===== src/rtl/period_bcd_conv_if.sv =====
// Bus between the period counter output side and the BCD converter.
// D_IN comes from the counter; BCD/BUSY/DONE/BLANK go to the display driver.
interface period_bcd_conv_if #(
   parameter int WIDTH  = 16,
   parameter int DIGITS = 5
);
   logic [WIDTH-1:0]    D_IN;
   logic [4*DIGITS-1:0] BCD;
   logic                BUSY;
   logic                DONE;
   logic [DIGITS-1:0]   BLANK;

   modport master (output D_IN, input BCD, BUSY, DONE, BLANK);
   modport slave  (input D_IN, output BCD, BUSY, DONE, BLANK);
endinterface


===== src/rtl/period_bcd_conv.sv =====
// Binary-to-packed-BCD converter for the pulse-period counter.
// Starts a sequential double-dabble (one bit per clock) whenever D_IN differs
// from the last accepted value, then publishes the result with a DONE pulse.
// Optional leading-zero blanking: define PERIOD_BCD_LZ_BLANK_EN.
module period_bcd_conv #(
   parameter int WIDTH  = 16,
   parameter int DIGITS = 5
) (
   input logic                clk,
   input logic                rst,
   period_bcd_conv_if.slave   bus
);
   localparam int CW = (WIDTH > 1) ? $clog2(WIDTH) : 1;

   typedef enum logic {IDLE, CONV} state_t;

   state_t              state, state_nxt;
   logic [WIDTH-1:0]    last_val, last_nxt;
   logic [WIDTH-1:0]    bin_sh, bin_nxt;
   logic [4*DIGITS-1:0] bcd_sh, bcd_sh_nxt;
   logic [CW-1:0]       bitcnt, cnt_nxt;
   logic [4*DIGITS-1:0] bcd_q, bcd_nxt;
   logic                busy_q, busy_nxt;
   logic                done_q, done_nxt;
   logic [4*DIGITS-1:0] adj;

   // Per-digit +3 correction ahead of the shift; digits never carry into each other
   always_comb begin
      adj = bcd_sh;
      for (int i = 0; i < DIGITS; i++) begin
         if (bcd_sh[4*i +: 4] >= 4'd5) adj[4*i +: 4] = 4'(bcd_sh[4*i +: 4] + 4'd3);
      end
   end

`ifdef PERIOD_BCD_LZ_BLANK_EN
   logic [DIGITS-1:0] blank_q, blank_nxt;

   // Digit i is blank when it and every higher digit are zero; units always shows
   function automatic logic [DIGITS-1:0] lz_flags(input logic [4*DIGITS-1:0] v);
      logic z;
      z        = 1'b1;
      lz_flags = '0;
      for (int i = DIGITS - 1; i >= 1; i--) begin
         z           = z & (v[4*i +: 4] == 4'd0);
         lz_flags[i] = z;
      end
   endfunction
`endif

   // Next-state and datapath updates; outputs only change on the completion edge
   always_comb begin
      state_nxt  = state;
      last_nxt   = last_val;
      bin_nxt    = bin_sh;
      bcd_sh_nxt = bcd_sh;
      cnt_nxt    = bitcnt;
      bcd_nxt    = bcd_q;
      busy_nxt   = busy_q;
      done_nxt   = 1'b0;
`ifdef PERIOD_BCD_LZ_BLANK_EN
      blank_nxt  = blank_q;
`endif
      case (state)
         IDLE: begin
            if (bus.D_IN != last_val) begin
               last_nxt   = bus.D_IN;
               bin_nxt    = bus.D_IN;
               bcd_sh_nxt = '0;
               cnt_nxt    = '0;
               busy_nxt   = 1'b1;
               state_nxt  = CONV;
            end
         end
         CONV: begin
            bcd_sh_nxt = {adj[4*DIGITS-2:0], bin_sh[WIDTH-1]};
            bin_nxt    = {bin_sh[WIDTH-2:0], 1'b0};
            cnt_nxt    = bitcnt + 1'b1;
            if (bitcnt == CW'(WIDTH - 1)) begin
               bcd_nxt   = bcd_sh_nxt;
               done_nxt  = 1'b1;
               busy_nxt  = 1'b0;
               state_nxt = IDLE;
`ifdef PERIOD_BCD_LZ_BLANK_EN
               blank_nxt = lz_flags(bcd_sh_nxt);
`endif
            end
         end
         default: state_nxt = IDLE;
      endcase
   end

   // State and datapath registers, async reset discards any partial result
   always_ff @(posedge clk or posedge rst) begin
      if (rst) begin
         state    <= IDLE;
         last_val <= '0;
         bin_sh   <= '0;
         bcd_sh   <= '0;
         bitcnt   <= '0;
         bcd_q    <= '0;
         busy_q   <= 1'b0;
         done_q   <= 1'b0;
`ifdef PERIOD_BCD_LZ_BLANK_EN
         blank_q  <= '0;
`endif
      end else begin
         state    <= state_nxt;
         last_val <= last_nxt;
         bin_sh   <= bin_nxt;
         bcd_sh   <= bcd_sh_nxt;
         bitcnt   <= cnt_nxt;
         bcd_q    <= bcd_nxt;
         busy_q   <= busy_nxt;
         done_q   <= done_nxt;
`ifdef PERIOD_BCD_LZ_BLANK_EN
         blank_q  <= blank_nxt;
`endif
      end
   end

   assign bus.BCD  = bcd_q;
   assign bus.BUSY = busy_q;
   assign bus.DONE = done_q;
`ifdef PERIOD_BCD_LZ_BLANK_EN
   assign bus.BLANK = blank_q;
`else
   assign bus.BLANK = '0;
`endif
endmodule


===== src/flat_wrapper.sv =====
// flat-port wrapper written by rule: the top's interface ports become plain ports
module period_bcd_conv_flat 
#(
   parameter int WIDTH  = 16,
   parameter int DIGITS = 5
)
  (clk, rst, bus_D_IN, bus_BCD, bus_BUSY, bus_DONE, bus_BLANK);
  period_bcd_conv_if #(.WIDTH(WIDTH), .DIGITS(DIGITS)) bus_i ();
  input logic clk;
  input logic rst;
  input wire logic [$bits(bus_i.D_IN)-1:0] bus_D_IN;
  output wire logic [$bits(bus_i.BCD)-1:0] bus_BCD;
  output wire logic [$bits(bus_i.BUSY)-1:0] bus_BUSY;
  output wire logic [$bits(bus_i.DONE)-1:0] bus_DONE;
  output wire logic [$bits(bus_i.BLANK)-1:0] bus_BLANK;
  assign bus_i.D_IN = bus_D_IN;
  assign bus_BCD = bus_i.BCD;
  assign bus_BUSY = bus_i.BUSY;
  assign bus_DONE = bus_i.DONE;
  assign bus_BLANK = bus_i.BLANK;
  period_bcd_conv #(.WIDTH(WIDTH), .DIGITS(DIGITS)) u_core (.clk(clk), .rst(rst), .bus(bus_i));
endmodule

===== config.mk =====
export PLATFORM = sky130hd
export DESIGN_NAME = period_bcd_conv_flat
export DESIGN_NICKNAME = d
export VERILOG_FILES = /design/src/rtl/period_bcd_conv_if.sv /design/src/rtl/period_bcd_conv.sv /design/src/flat_wrapper.sv
export SDC_FILE = /design/constraint.sdc
export NUM_CORES = 1
export LEC_CHECK = 0
export CORE_ASPECT_RATIO = 0.6
export CORE_UTILIZATION = 45
export DETAILED_ROUTE_END_ITERATION = 8
export GPL_TIMING_DRIVEN = 0
export PLACE_DENSITY_LB_ADDON = 0.25
export SLEW_MARGIN = 20
export SYNTH_ARGS = -nofsm -noshare
export SYNTH_HDL_FRONTEND = slang
export SYNTH_SLANG_ARGS = --single-unit

===== constraint.sdc =====
create_clock -name clk -period 2.95 [get_ports clk]
set_input_delay 0.295 -clock clk [delete_from_list [all_inputs] [get_ports clk]]
set_output_delay 0.295 -clock clk [all_outputs]
set_load 0.1 [all_outputs]

* Yosys cells after proc, flatten, opt, wreduce, memory -nomap -nowiden
Index checks and enable logic that the tools add are counted.
** Word-level totals
- Flip-flop bits (word level) :: 79
- Input bits :: 18
- Output and inout port bits :: 27
** Cells by class
- Multiplexer cells :: 19
- Add/sub/neg operators :: 6
- Bitwise operators :: 1
- Magnitude comparators :: 5
- Reductions and logical operators :: 3
- Eq/ne operators :: 4
** Operators by type and width (number)
- $pmux W20 S2 :: 1
- $pmux W16 S2 :: 1
- $ge A4 B3 Y1 const B :: 5
- $mux W20 :: 1
- $mux W4 :: 5
- $add A4 B2 Y4 const B :: 4
- $mux W16 :: 1
- $ne A16 B16 Y1 :: 1
- $pmux W4 S2 :: 1
- $mux W1 :: 6
- $reduce_and A2 Y1 :: 3
- $add A4 B1 Y4 const B :: 1
- $eq A4 B4 Y1 const B :: 1
- $pmux W1 S2 :: 2
- $add A3 B2 Y3 const B :: 1
- $mux W3 :: 1
- $ne A2 B1 Y1 const B :: 1
- $ne A2 B2 Y1 const B :: 1
- $not A1 Y1 :: 1

* Logic depth before layout (Yosys ltp)
Gate-level depths: netlist of the first run.
- Depth after elaboration :: 3
- Gate-level depth with buffers :: 7

* Worst setup path after synthesis of the first run
No wires, ideal clock.
- Path type :: register -> register
- Start :: register u_core.last_val[3]
- End :: register u_core.last_val[0]
- Buffers on the path :: 1
- Cell stages (with the launch flop) :: 7
- Arrival :: 1.656 ns
- Period minus slack after synthesis :: 1.783 ns
- Path slack :: 1.167 ns
- Required time :: 2.822 ns
- Path through :: dfrtp_1 > xnor2_1 > nand4_1 > nor4_2 > nor2_2 > buf_2 > mux2_1
** Between the ends
- Cells in the longest elaborated chain, start to end :: 2
** RTL lines
- from (decl) :: RTL line period_bcd_conv.sv:18 : logic [WIDTH-1:0] last_val, last_nxt;
- from (signal assigned) :: RTL line period_bcd_conv.sv:108 : last_val <= last_nxt;
- $ne A16 B16 Y1 :: RTL line period_bcd_conv.sv:65 : if (bus.D_IN != last_val) begin
- $reduce_and A2 Y1 (no source line)
Every way passes these cells.
A chain may end at the register's enable or synchronous reset.

* Worst setup path in the final report of the first run
- Start :: input port bus_D_IN[1]
- End :: register u_core.last_val[1]
** Between the ends
- Cells in the longest elaborated chain, start to end :: 2
** RTL lines
- from (decl) :: RTL line flat_wrapper.sv:11 : input wire logic [$bits(bus_i.D_IN)-1:0] bus_D_IN;
- $ne A16 B16 Y1 :: RTL line period_bcd_conv.sv:65
- $reduce_and A2 Y1 (no source line)
Several ways; a longest one is shown, not always the timed one.

==> results.py, run 1 <==
metrics = {
    "timing": {
        "min_period_ns": 2.25,
        "worst_slew_pin_slew_ns": 0.988,
        "max_slew_margin_pct": 33.9,
        "final_max_slew_viol_count": 0,
        "hold_violations": 0,
        "setup-tns-final_ns": 0,
        "clock.fmax_mhz": 444,
        "setup_slack_ns": 0.699,
        "period_share_pct": 76.3,
        "rsz0062_at_grt": "false",
        "setup_viol": 0,
        "fin_worst_skew_ns": 0.00281,
    },
    "yosys": {
        "syn-cell-area_sq_um": 3720,
        "syn_inst": 358,
        "synth_top_family_by_area": "simple AND/OR/NAND/NOR gates",
        "ys_types": 29,
        "synth.area.top_cells": "dfrtp_1, nand2_1, xnor2_1",
        "synth_edf_count": 0,
        "synth_fa_ha_area_share_pct": 3.70,
        "ys_warn_count": 0,
        "synthFlopType": "dfrtp_1",
        "synthArstFlopShare_pct": 100,
        "synth-xor-area-share_pct": 5.17,
        "synth-seq-cells": 79,
        "synth-compound-area-share_pct": 10.7,
        "synth.avg_cell_area_sq_um": 10.4,
        "ys_seq_area_share_pct": 53.1,
        "synth_simple_gate_area_share_pct": 12.4,
        "synth_top_area_share_pct": 53.1,
        "synthMuxAreaShare_pct": 10.6,
        "yosysTopAreaCell": "dfrtp_1",
    },
    "grt": {
        "antenna_found_initial": 0,
        "grt_pass1_wl_mm": 13.8,
        "grt_max_degree": 46,
        "grt_pass1_vias": 2691,
        "overflow": 0,
        "grt_usage_pct": 21.2,
    },
    "placed_design": {
        "dp_hpwl_mm": 5.72,
        "dpl_worst_slack_ns": 0.345,
        "routabilityCongestion": 0.781,
        "io_buffers": 39,
        "place_area_sq_um": 4290,
    },
    "critical_path": {
        "crit_family": "simple AND/OR/NAND/NOR gates",
        "end_kind": "flop",
        "r2r_slack_ns": 0.75,
        "worstPathCellList": "clkdlybuf4s50_1 -> xnor2_1 -> nand4_1 -> nor4_2 -> nor2_2 -> buf_2 -> mux2_1",
        "crit_path_start_kind": "input port",
        "critPathBufInv": 2,
        "cp_max_fo": 10,
        "worstReg2RegStart": "u_core.last_val[1]",
        "critPathKind": "in -> reg",
        "critPathMaxStageDelay_ns": 0.47,
        "r2r-end": "u_core.last_val[1]",
        "worstPathArrival_ns": 2.46,
        "r2r_cells": 6,
        "crit_required_ns": 3.16,
        "cp_slowest_cell": "clkdlybuf4s50_1",
    },
    "route": {
        "drt_iter0_drc": 132,
        "wl_per_cell_um": 15.3,
        "drt_first_pass_iters": 5,
        "remaining_drc_errors": 0,
        "antenna_left": 0,
        "via_count": 2722,
        "finalWirelength_mm": 8.07,
        "via_per_inst": 5.17,
    },
    "cells_and_area": {
        "final_area_sq_um": 4570,
        "nets": 442,
        "area_growth_pct": 22.6,
        "antenna_cells": 0,
        "fillers": 697,
        "drive_above_1_share_pct": 8.85,
        "post-route-util_pct": 57.5,
    },
    "floorplan": {
        "die_w_um": 119,
        "initial_utilization_pct": 46.9,
        "dieArea_sq_um": 8650,
        "rows": 25,
        "core_area_sq_um": 7950,
        "fp.dieH_um": 72.5,
        "ios": 45,
    },
    "cts": {
        "clock-root-buffer": "clkbuf_16",
        "cts_tree": "done",
        "cts_buffer_depth": 2,
        "clk_pin_slew_ns": 0.05,
        "post_cts_buffers": 0,
        "clkSinkCount": 79,
        "h-tree-depth": 3,
        "clk_latency_ns": 0.33,
        "cts.hold.buffers_added": 0,
        "ctsResizeCount": 0,
        "numCtsBuffers": 9,
    },
    "hold_path": {
        "min_path_type": "in -> async",
    },
    "pwr": {
        "total_power_mw": 5.74,
        "p_leak_nw": 1.94,
        "p_sw_share_pct": 45.7,
        "p_comb_share_pct": 48.3,
        "p_int_mw": 3.12,
        "pwr-share-seq_pct": 33.9,
        "vdd_drop_max_mv": 0.618,
        "clockPowerShare_pct": 17.8,
        "p_sw_mw": 2.63,
        "powerDensity_nw_per_um2": 1260,
    },
    "flow_run": {
        "cap_violations": 0,
    },
    "status": {
        "status": "completed",
    },
}
## sequential cells by signal, indices dropped and copies added (netlist names)
| register | count |
|---|---|
| u_core.bitcnt | 4 |
| u_core.bcd_sh | 20 |
| u_core.bus.DONE | 1 |
| u_core.bus.BCD | 20 |
| u_core.state | 1 |
| u_core.last_val | 16 |
| u_core.bin_sh | 16 |
| u_core.bus.BUSY | 1 |
## logic make-up (layout without fill, tap and decap cells)
logic type                 Yosys count  in the layout
AOI/OAI and AO/OA                   77             77
adders and majority gates           11             11
DFF                                 79             79
and+or+nand+nor                     96             96
xor gates and xnor gates            22             22
muxes                               37             37
other                                1              5
buffers and inverters               35             91
## power groups by stage
stage,combinational [mW],clock [mW],sequential (mW)
final,2.77,1.02,1.95
after global placement,2.68,0,1.92
after detailed placement,2.77,0,1.95
after global routing,3.02,1.09,2.02
after CTS,2.79,1.05,1.94
after floorplan,1.23,0,2.79
## synth_stat cells, types with 3 or more instances
master,number
a21oi_1,16
buf_2,4
buf_4,6
clkbuf_1,11
dfrtp_1,79
ha_1,11
inv_1,13
mux2_1,9
mux2_2,11
mux2i_1,17
nand2_1,52
nand2b_1,5
nand3_1,17
nand4_1,5
nor2_1,3
nor3b_1,9
o21ai_0,24
o21ai_1,34
xnor2_1,22
## layout by cell type, fill, tap and decap left out
cell type / n
clkdlybuf4s50_1: 39
and3_1: 1
dfrtp_1: 79
nor3b_1: 9
nand3_1: 17
nand2_1: 52
nand2b_1: 5
and2_1: 1
xnor2_1: 22
inv_1: 12
o21ai_1: 34
nor4b_1: 1
nor2_2: 1
mux2i_1: 17
a211o_1: 1
buf_4: 6
ha_1: 11
a21oi_1: 16
nor2_1: 3
clkbuf_8: 2
buf_16: 1
clkbuf_16: 9
conb_1: 5
a21o_1: 1
mux2_2: 11
buf_2: 4
clkbuf_1: 16
mux2_1: 9
inv_4: 1
nor4_2: 1
nand4_1: 5
o21ai_0: 24
buf_1: 1
o21ba_2: 1
## layer usage
layer  wire, um  GRT usage (%)  up-vias  share of wire [%]
met4         72           7.36        0               0.89
met2       3420           29.7       61                 42
li1           -              -     1329                  -
met5          0              0        -                  0
met1       4210           31.0     1326                 52
met3        367           6.29        6                4.5
## layout make-up
class                           count  area [sq um]  area share [%]
Buffer                             22           110            2.41
Clock buffer                       16           272            5.95
Inverter                           13          51.3            1.12
Multi-Input combinational cell    248          1600            35.1
Sequential cell                    79          1980            43.3
Tap cell                          108           135            2.96
Timing Repair Buffer               40           418            9.15
## worst max path at each step
stage	start	to	slack, ns	depth (start not counted)
floorplan	rst	u_core.bcd_sh[0]	0.63	1
global placement	rst	u_core.bus.BCD[17]	-0.69	2
detailed placement	bus_D_IN[1]	u_core.last_val[1]	0.34	7
CTS	bus_D_IN[1]	u_core.last_val[1]	0.70	7
global route	bus_D_IN[1]	u_core.last_val[1]	0.59	7
finish	bus_D_IN[1]	u_core.last_val[1]	0.70	7
## worst register-to-register path, cell delays in order (launching register included)
cell and delay, ns:
dfrtp_1 0.39, xnor2_1 0.26, nand4_1 0.19, nor4_2 0.45
nor2_2 0.19, buf_2 0.25, mux2_1 0.35
## stage by stage
stage / cells / hold WS [ns]
finish: 526 / 0.336
floorplan: 362 / 0.430
global route: 526 / 0.387
global placement: 509 / 0.460
detailed placement: 510 / 0.471
CTS: 526 / 0.347
Power figures use the tool's default switching activity.
==> run 2: changes to the inputs <==
==> constraint.sdc (replaced) <==
create_clock -name clk -period 1.9 [get_ports clk]
set_input_delay 0.19 -clock clk [delete_from_list [all_inputs] [get_ports clk]]
set_output_delay 0.19 -clock clk [all_outputs]
set_load 0.1 [all_outputs]
==> run 2 against run 1 <==
Compared with the run above: the run now ends with negative setup slack left; global-route usage increased by 0.30 points; first-iteration DRC count rose by 48%; wire length grew 9.9%; hold slack got worse by 0.15 ns; combinational power grew 60%; clock skew grew 0.0039 ns; clock-buffer cell count is 3 lower; sequential share of layout area decreased by 2.2 points; sequential power increased by 55%; critical path depth stayed put; critical path type is now reg -> reg; critical endpoint is now u_core.last_val[3]; largest cell class unchanged.
==> results.py, run 2 (synthesis results as in run 1) <==
metrics = {
    "timing": {
        "setup_slack_ns": -0.0814,
        "setup-tns-final_ns": -1.41,
        "setup_viol": 41,
        "rsz0062_at_grt": "true",
        "hold_violations": 0,
        "period_share_pct": 104,
        "clock.fmax_mhz": 505,
        "fin_worst_skew_ns": 0.00675,
        "final_max_slew_viol_count": 0,
        "max_slew_margin_pct": 36.0,
        "worst_slew_pin_slew_ns": 0.963,
        "min_period_ns": 1.98,
    },
    "critical_path": {
        "end_kind": "flop",
        "crit_required_ns": 2.12,
        "worstPathArrival_ns": 2.20,
        "critPathKind": "reg -> reg",
        "crit_path_start_kind": "flop",
        "cp_max_fo": 5,
    },
    "cts": {
        "clock-root-buffer": "clkbuf_16",
        "cts_buffer_depth": 2,
        "numCtsBuffers": 9,
        "h-tree-depth": 3,
        "clkSinkCount": 79,
        "cts_tree": "done",
        "clk_pin_slew_ns": 0.06,
        "clk_latency_ns": 0.34,
        "cts.hold.buffers_added": 0,
    },
    "cells_and_area": {
        "nets": 452,
        "layout_common_cells": "dfrtp_1, nand2_1, o21ai_1",
        "fillers": 677,
        "seqCellArea_sq_um": 1980,
        "final_area_sq_um": 4810,
        "multi_input_area_sq_um": 1680,
        "final_common_cell": "dfrtp_1",
        "post-route-util_pct": 60.5,
        "area_growth_pct": 29.1,
        "antenna_cells": 0,
        "drive_above_1_share_pct": 15.9,
    },
    "floorplan": {
        "dieArea_sq_um": 8650,
        "ios": 45,
        "fp.dieH_um": 72.5,
        "rows": 25,
        "initial_utilization_pct": 46.9,
        "die_w_um": 119,
        "core_area_sq_um": 7950,
    },
    "grt": {
        "antenna_found_initial": 0,
        "grt_usage_pct": 21.5,
        "grt_max_degree": 33,
        "grt_pass1_vias": 2767,
        "overflow": 0,
        "grt_pass1_wl_mm": 14.0,
    },
    "status": {
        "status": "finished with violations",
        "violations": "negative setup slack",
    },
    "placed_design": {
        "routabilityCongestion": 0.772,
        "dp_hpwl_mm": 5.83,
        "io_buffers": 39,
        "place_area_sq_um": 4310,
    },
    "route": {
        "drt_first_pass_iters": 4,
        "finalWirelength_mm": 8.87,
        "antenna_left": 0,
        "via_per_inst": 5.25,
        "drt_iter0_drc": 196,
        "via_count": 2815,
        "remaining_drc_errors": 0,
        "wl_per_cell_um": 16.5,
    },
    "pwr": {
        "powerDensity_nw_per_um2": 1900,
        "p_leak_nw": 2.18,
        "total_power_mw": 9.14,
        "vdd_drop_max_mv": 0.960,
    },
    "hold_path": {
        "min_path_type": "in -> async",
    },
    "flow_run": {
        "cap_violations": 0,
    },
}
## run 2: what timing repair did
action	CTS	global route
endpoints found under the setup margin	70	65
gates cloned	1	1
hold endpoints to repair	0	0
pin swaps	5	8
setup buffers	4	3
resized for setup	37	24
## run 2: worst paths after layout
check                                    start                   to  slack [ns]  depth (start not counted)
min in group clk                   bus_D_IN[7]   u_core.last_val[7]        0.25                          2
setup reg to reg           u_core.last_val[15]   u_core.last_val[3]       -0.08                          7
setup / recovery           u_core.last_val[15]   u_core.last_val[3]       -0.08                          7
max in group asynchronous                  rst    u_core.bcd_sh[15]        0.98                          4
hold reg to reg              u_core.bus.BCD[5]    u_core.bus.BCD[5]        0.47                          2
hold / removal                             rst  u_core.last_val[13]        0.19                          2
## run 2: final cells by class
type / count / area share, %
well taps: 108 / 2.81
inverters: 13 / 1.09
plain buffers: 22 / 3.20
clock inverters: 3 / 0.312
multi-input cells: 248 / 35.0
flip-flops and latches: 79 / 41.1
repair buffers: 50 / 10.6
clock buffers: 13 / 5.83
## run 2: metrics by stage
| step | hold slack [ns] | std cells | worst slack [ns] |
|---|---|---|---|
| 2_1_floorplan | 0.325 | 362 | 0.117 |
| 3_3_place_gp | 0.459 | 509 | -0.559 |
| 3_5_place_dp | 0.464 | 511 | -0.600 |
| 4_1_cts | 0.200 | 532 | -0.00892 |
| 5_1_grt | 0.215 | 536 | -0.150 |
| 6_report | 0.191 | 536 | -0.0814 |
## run 2: report_power, final
part	internal [mW]	total, mW	switching, mW	leakage, nW
clock network	1.02	1.68	0.657	0.151
logic	1.46	4.43	2.96	1.05
registers	2.46	3.03	0.576	0.983
## run 2: metal layers
metal | GRT usage (%) | vias up | share of wire (%)
li1 | - | 1344 | -
met4 | 5.69 | 0 | 0.98
met5 | 0 | - | 0
met3 | 6.37 | 11 | 5.0
met1 | 30.3 | 1380 | 50
met2 | 32.4 | 80 | 44
## run 2: worst max-delay path, cell delays in order (launching register included)
cell and delay [ns]:
dfrtp_1 0.41, xnor2_2 0.16, nand4_1 0.23, nor4_4 0.34, buf_6 0.16, nor2_4 0.07, clkbuf_16 0.20, mux2_4 0.29
